**config.mk**
```make
export PLATFORM = sky130hd
export DESIGN_NAME = bcd_to_bin
export DESIGN_NICKNAME = d
export VERILOG_FILES = /design/src/rtl/bcd_pkg.sv /design/src/rtl/bcd_digit_adj.sv /design/src/rtl/bcd_to_bin.sv
export SDC_FILE = /design/constraint.sdc
export NUM_CORES = 1
export LEC_CHECK = 0
export BUFFER_PORTS_ARGS = -buffer_cell sky130_fd_sc_hd__buf_4
export CAP_MARGIN = 20
export CORE_MARGIN = 2
export CORE_UTILIZATION = 50
export CTS_CLUSTER_SIZE = 12
export DETAILED_ROUTE_END_ITERATION = 8
export GPL_TIMING_DRIVEN = 0
export PLACE_DENSITY_LB_ADDON = 0.12
export RECOVER_POWER = 25
export SLEW_MARGIN = 20
export SYNTH_ARGS = -nofsm -noshare
export SYNTH_HDL_FRONTEND = slang
export SYNTH_SLANG_ARGS = --single-unit
```
**constraint.sdc**
```tcl
create_clock -name clk -period 2.3 [get_ports clk]
set_input_delay 0.575 -clock clk [delete_from_list [all_inputs] [get_ports clk]]
set_output_delay 0.575 -clock clk [all_outputs]
set_load 0.02 [all_outputs]
```
**src/rtl/bcd_pkg.sv**
```systemverilog
// rtl/bcd_pkg.sv - shared types and constants for the BCD-to-binary converter
//
// Purpose: FSM state encoding, default sizing and a counter-width helper
// shared by bcd_to_bin and its test bench.
// Ports: none (package).
package bcd_pkg;

  typedef enum logic [1:0] {
    IDLE = 2'd0,
    CONV = 2'd1,
    DONE = 2'd2
  } state_t;

  localparam int DIGITS_DEF = 8;
  localparam int BIN_W_DEF  = 32;
  localparam int CNT_W_DEF  = $clog2(BIN_W_DEF + 1);

  // Counter must hold the value BIN_W itself (the latch step follows the
  // last iteration), hence +1.
  function automatic int cnt_width(input int bin_w);
    return $clog2(bin_w + 1);
  endfunction

endpackage

```
**src/rtl/bcd_digit_adj.sv**
```systemverilog
// rtl/bcd_digit_adj.sv - one-digit reverse double-dabble correction
//
// Purpose: after a right shift, a BCD digit that reads >=8 received a carried-in
// bit worth 8 that is really worth 5 in decimal, so subtract 3.
// Ports:
//   digit  in  4  BCD digit after the shift
//   adj    out 4  corrected digit
module bcd_digit_adj (
  input  logic [3:0] digit,
  output logic [3:0] adj
);

  assign adj = (digit >= 4'd8) ? (digit - 4'd3) : digit;

endmodule

```
**src/rtl/bcd_to_bin.sv**
```systemverilog
// rtl/bcd_to_bin.sv - iterative packed-BCD to binary converter with ready/valid
//
// Purpose: converts a DIGITS-digit packed BCD word to binary, one bit per clock,
// by reverse double-dabble over a {bcd, bin} work register.
// Optional feature: define BCD_CHECK_EN to flag non-decimal digits on err and
// force bin_out to 0 for such inputs; otherwise err is tied to 0.
// Ports:
//   clk        in   1         system clock
//   rst_n      in   1         asynchronous active-low reset
//   in_valid   in   1         bcd_in is valid
//   in_ready   out  1         converter is idle and accepts input
//   bcd_in     in   4*DIGITS  packed BCD, digit 0 in bits [3:0]
//   out_valid  out  1         bin_out/err hold a result
//   out_ready  in   1         consumer takes the result
//   bin_out    out  BIN_W     binary result
//   err        out  1         input had a digit above 9 (BCD_CHECK_EN only)
module bcd_to_bin
  import bcd_pkg::*;
#(
  parameter int DIGITS = DIGITS_DEF,
  parameter int BIN_W  = BIN_W_DEF
) (
  input  logic                clk,
  input  logic                rst_n,
  input  logic                in_valid,
  output logic                in_ready,
  input  logic [4*DIGITS-1:0] bcd_in,
  output logic                out_valid,
  input  logic                out_ready,
  output logic [BIN_W-1:0]    bin_out,
  output logic                err
);

  localparam int BCD_W  = 4 * DIGITS;
  localparam int WORK_W = BCD_W + BIN_W;
  localparam int CNT_W  = cnt_width(BIN_W);
  localparam logic [CNT_W-1:0] LAST_CNT = CNT_W'(BIN_W);

  state_t             state;
  state_t             state_next;
  logic [WORK_W-1:0]  work;
  logic [WORK_W-1:0]  work_shift;
  logic [WORK_W-1:0]  work_next;
  logic [CNT_W-1:0]   cnt;
  logic               accept;
  logic               conv_done;
  logic [BIN_W-1:0]   bin_result;

  always_ff @(posedge clk or negedge rst_n) begin
    if (!rst_n) begin
      state <= IDLE;
    end else begin
      state <= state_next;
    end
  end

  // Handshake outputs depend on the registered state only.
  always_comb begin
    state_next = state;
    in_ready   = 1'b0;
    out_valid  = 1'b0;
    accept     = 1'b0;
    conv_done  = 1'b0;
    case (state)
      IDLE: begin
        in_ready = 1'b1;
        if (in_valid) begin
          accept     = 1'b1;
          state_next = CONV;
        end
      end
      CONV: begin
        // cnt == BIN_W means all shifts are done; this cycle only latches.
        if (cnt == LAST_CNT) begin
          conv_done  = 1'b1;
          state_next = DONE;
        end
      end
      DONE: begin
        out_valid = 1'b1;
        if (out_ready) begin
          state_next = IDLE;
        end
      end
      default: state_next = IDLE;
    endcase
  end

  // BCD LSB falls into the bin MSB; then each digit is corrected.
  assign work_shift = work >> 1;
  assign work_next[BIN_W-1:0] = work_shift[BIN_W-1:0];

  for (genvar g = 0; g < DIGITS; g++) begin : g_adj
    bcd_digit_adj u_adj (
      .digit (work_shift[BIN_W + 4*g +: 4]),
      .adj   (work_next[BIN_W + 4*g +: 4])
    );
  end

`ifdef BCD_CHECK_EN
  logic bad_digit;
  logic err_flag;

  always_comb begin
    bad_digit = 1'b0;
    for (int i = 0; i < DIGITS; i++) begin
      if (bcd_in[4*i +: 4] > 4'd9) begin
        bad_digit = 1'b1;
      end
    end
  end

  // Flag is captured with the input; err itself only moves on DONE entry.
  always_ff @(posedge clk or negedge rst_n) begin
    if (!rst_n) begin
      err_flag <= 1'b0;
      err      <= 1'b0;
    end else begin
      if (accept) begin
        err_flag <= bad_digit;
      end
      if (conv_done) begin
        err <= err_flag;
      end
    end
  end

  assign bin_result = err_flag ? '0 : work[BIN_W-1:0];
`else
  assign err        = 1'b0;
  assign bin_result = work[BIN_W-1:0];
`endif

  always_ff @(posedge clk or negedge rst_n) begin
    if (!rst_n) begin
      work    <= '0;
      cnt     <= '0;
      bin_out <= '0;
    end else begin
      if (accept) begin
        work <= {bcd_in, {BIN_W{1'b0}}};
        cnt  <= '0;
      end else if (state == CONV && !conv_done) begin
        work <= work_next;
        cnt  <= cnt + CNT_W'(1);
      end
      if (conv_done) begin
        bin_out <= bin_result;
      end
    end
  end

endmodule

```
==> metrics.cfg <==
[run_status]
status=finished clean

[power]
power_density_mw_per_mm2=1380
max-vdd-ir-drop_mv=0.638
p_total_mw=7.89
p_leak_nw=2.84

[global_route]
grt_pass1_vias=3233
grt_max_degree=105
grt_overflow=0
grt_usage_pct=19.7
grt_pass1_wl_um=16000
antenna_found_initial=0

[sta]
drv_slew=0
rsz0062_at_grt=no
finClkSkew_ns=0.00568
fin_crit_ns=2.07
max-slew-margin-rel_pct=6.40
hold_viol=0
finalSetupViolations=0
fmax_mhz=484
worstMarginPinSlew_ns=1.40
fin_crit_sh_pct=89.8

[cells_and_area]
fin_area_mm2=0.00573
final_nets=535
n_antenna_cell=0
fill_cells=788
syn_to_final_growth_pct=19.5
drive_above_1_share_pct=23.0

[route]
drt_wl_total_um=9550
initialDrtViolationCount=135
first_pass_iters=4
ant_nets=0
drc=0
via_count=3277
vias_per_cell=5.31
wire_per_inst_um=15.5

[synth]
synth_edf_count=0
synth_cell_types=41
ys.flop_type=dfrtp_1
syn_inst=404
yosysTopAreaCell=dfrtp_1
syn_area_mm2=0.00479
yosysSeqAreaShare_pct=54.3
yosysTopAreaCellShare_pct=54.3
synth_most_common_cell=dfrtp_1
yosys_warnings=0
async_flop_share_pct=100
synth_common_cells=dfrtp_1 (104), inv_1 (36), a22o_1 (33), mux2_1 (29), nor2_1 (24)
synth_area_leaders=dfrtp_1 (54%), mux2_1 (6.8%), a22o_1 (6.0%), ha_1 (4.2%), a221oi_1 (3.7%)
syn_area_per_cell_um2=11.9
synth_seq_cells=104
syn_nets=456

[clock_tree]
ctsHoldBuffers=0
clk_pin_slew_worst_paths_ns=0.10
insertion_delay_ns=0.36
cts_buffers=9
postCtsSetupRepairBufs=0
cts_tree=done
clock_path_buffers=2
h-tree-depth=3
root_buffer=clkbuf_8
clkSinkCount=104

[worst_setup_path]
worstSetupPathType=flip-flop to flip-flop
cp.required_ns=2.56
crit_fanout=10
endpoint_kind=flip-flop
crit_path_start_kind=flip-flop
critPathArrivalTime_ns=2.32

[floorplanning]
initial_core_util_pct=51.6
rows=35
die_h_um=102
io_pins=71
core_mm2=0.00928
fp.dieW_um=102
dieArea_mm2=0.0104

[placement]
place.gp.congestion=0.741
placed_area_mm2=0.00548
post-dp-hpwl_um=6410
place.port_buffers=69

[worst_hold_path]
hp-class=input port to flip-flop

[flow_run]
max-cap-violations=0

==> cell families (layout without fill, tap and decap cells) <==
| kind of cell | Yosys count | in the layout | synth area share [%] |
|---|---|---|---|
| flip-flops | 104 | 104 | 54.3 |
| AO/OA/AOI/OAI | 93 | 93 | 15.9 |
| AND/OR/NAND/NOR | 72 | 72 | 7.81 |
| buffers and inverters | 63 | 147 | 5.74 |
| multiplexers | 41 | 41 | 9.43 |
| adder cells (fa/ha/maj) | 16 | 16 | 4.18 |
| XOR/XNOR | 14 | 14 | 2.56 |
| other | 1 | 1 | 0.0783 |
==> area by class of cell <==
type                            instances  area, um2  share of cell area, %
Buffer                                 26        149                   2.60
Clock inverter                          7        111                   1.94
Sequential cell                       104       2600                   45.4
Tap cell                              129        161                   2.82
Timing Repair Buffer                   69        518                   9.05
Inverter                               36        135                   2.36
Clock buffer                            9        124                   2.16
Multi-Input combinational cell        237       1930                   33.6
==> timing repair <==
item | 4_1_cts | 5_1_grt
hold endpoints to repair | 0 | 0
setup endpoints to repair | 60 | 48
resized for setup | 1 | 15
==> cell usage in the layout, fill, tap and decap left out, types with 4 or more instances in the layout <==
cell type,Yosys,layout
a211o_1,6,6
clkbuf_8,0,9
and2_1,6,6
mux2i_1,8,8
a221o_1,6,6
a221oi_1,20,20
inv_1,36,36
mux2_2,4,4
o21ai_0,4,4
clkbuf_1,12,7
nand2_1,14,14
nor2b_1,7,7
ha_1,16,16
a21o_1,7,7
nor2_1,24,24
a22o_1,33,33
a21oi_1,7,6
buf_4,1,72
mux2_1,29,29
dfrtp_1,104,104
nand2b_1,4,4
xnor2_1,14,14
clkbuf_2,0,4
buf_2,10,7
==> power by group <==
part | switching, mW | leakage, nW | internal [mW]
registers | 0.687 | 1.32 | 2.64
logic | 1.59 | 1.39 | 1.65
clock network | 0.674 | 0.118 | 0.636
==> layer usage <==
layer	GRT usage (%)	vias up	share of wire, %
met5	0	-	0
met4	6.15	0	1.1
met3	3.56	8	3.7
met2	29.8	59	45
met1	29.3	1631	50
li1	-	1579	-
==> worst paths after layout <==
path	start	endpoint	slack (ns)	cells past startpoint
worst max-delay path	cnt[0]	work[58]	0.23	7
worst min-delay path	bcd_in[31]	work[63]	0.42	3
worst max register to register	cnt[0]	work[58]	0.23	7
worst min register to register	bin_out[30]	bin_out[30]	0.49	1
max in group asynchronous	rst_n	bin_out[3]	0.88	1
min in group asynchronous	rst_n	work[50]	0.51	1
==> stage by stage <==
stage | util [%] | worst slack, ns | std cells | setup TNS, ns | hold slack (ns)
6_report | 61.7 | 0.235 | 617 | 0 | 0.416
5_1_grt | 61.7 | 0.0745 | 617 | 0 | 0.417
4_1_cts | 61.5 | 0.00177 | 618 | 0 | 0.346
3_5_place_dp | 59.0 | -0.223 | 602 | -7.03 | 0.476
3_3_place_gp | 58.9 | -0.177 | 602 | -5.29 | 0.472
2_1_floorplan | - | 0.374 | 404 | 0 | 0.279
==> critical path, cell delays in order (launching register included) <==
cell and delay [ns]:
dfrtp_1 0.40, inv_1 0.06, ha_1 0.28, and2_1 0.16, buf_2 0.17, a31o_2 0.31, buf_4 0.21, a221o_1 0.36
==> sequential cells by signal, summed over array words and instances, names as in the netlist <==
signal and cells:
cnt 6, bin_out 32, state 2, work 64
(Power assumes the default switching activity.)
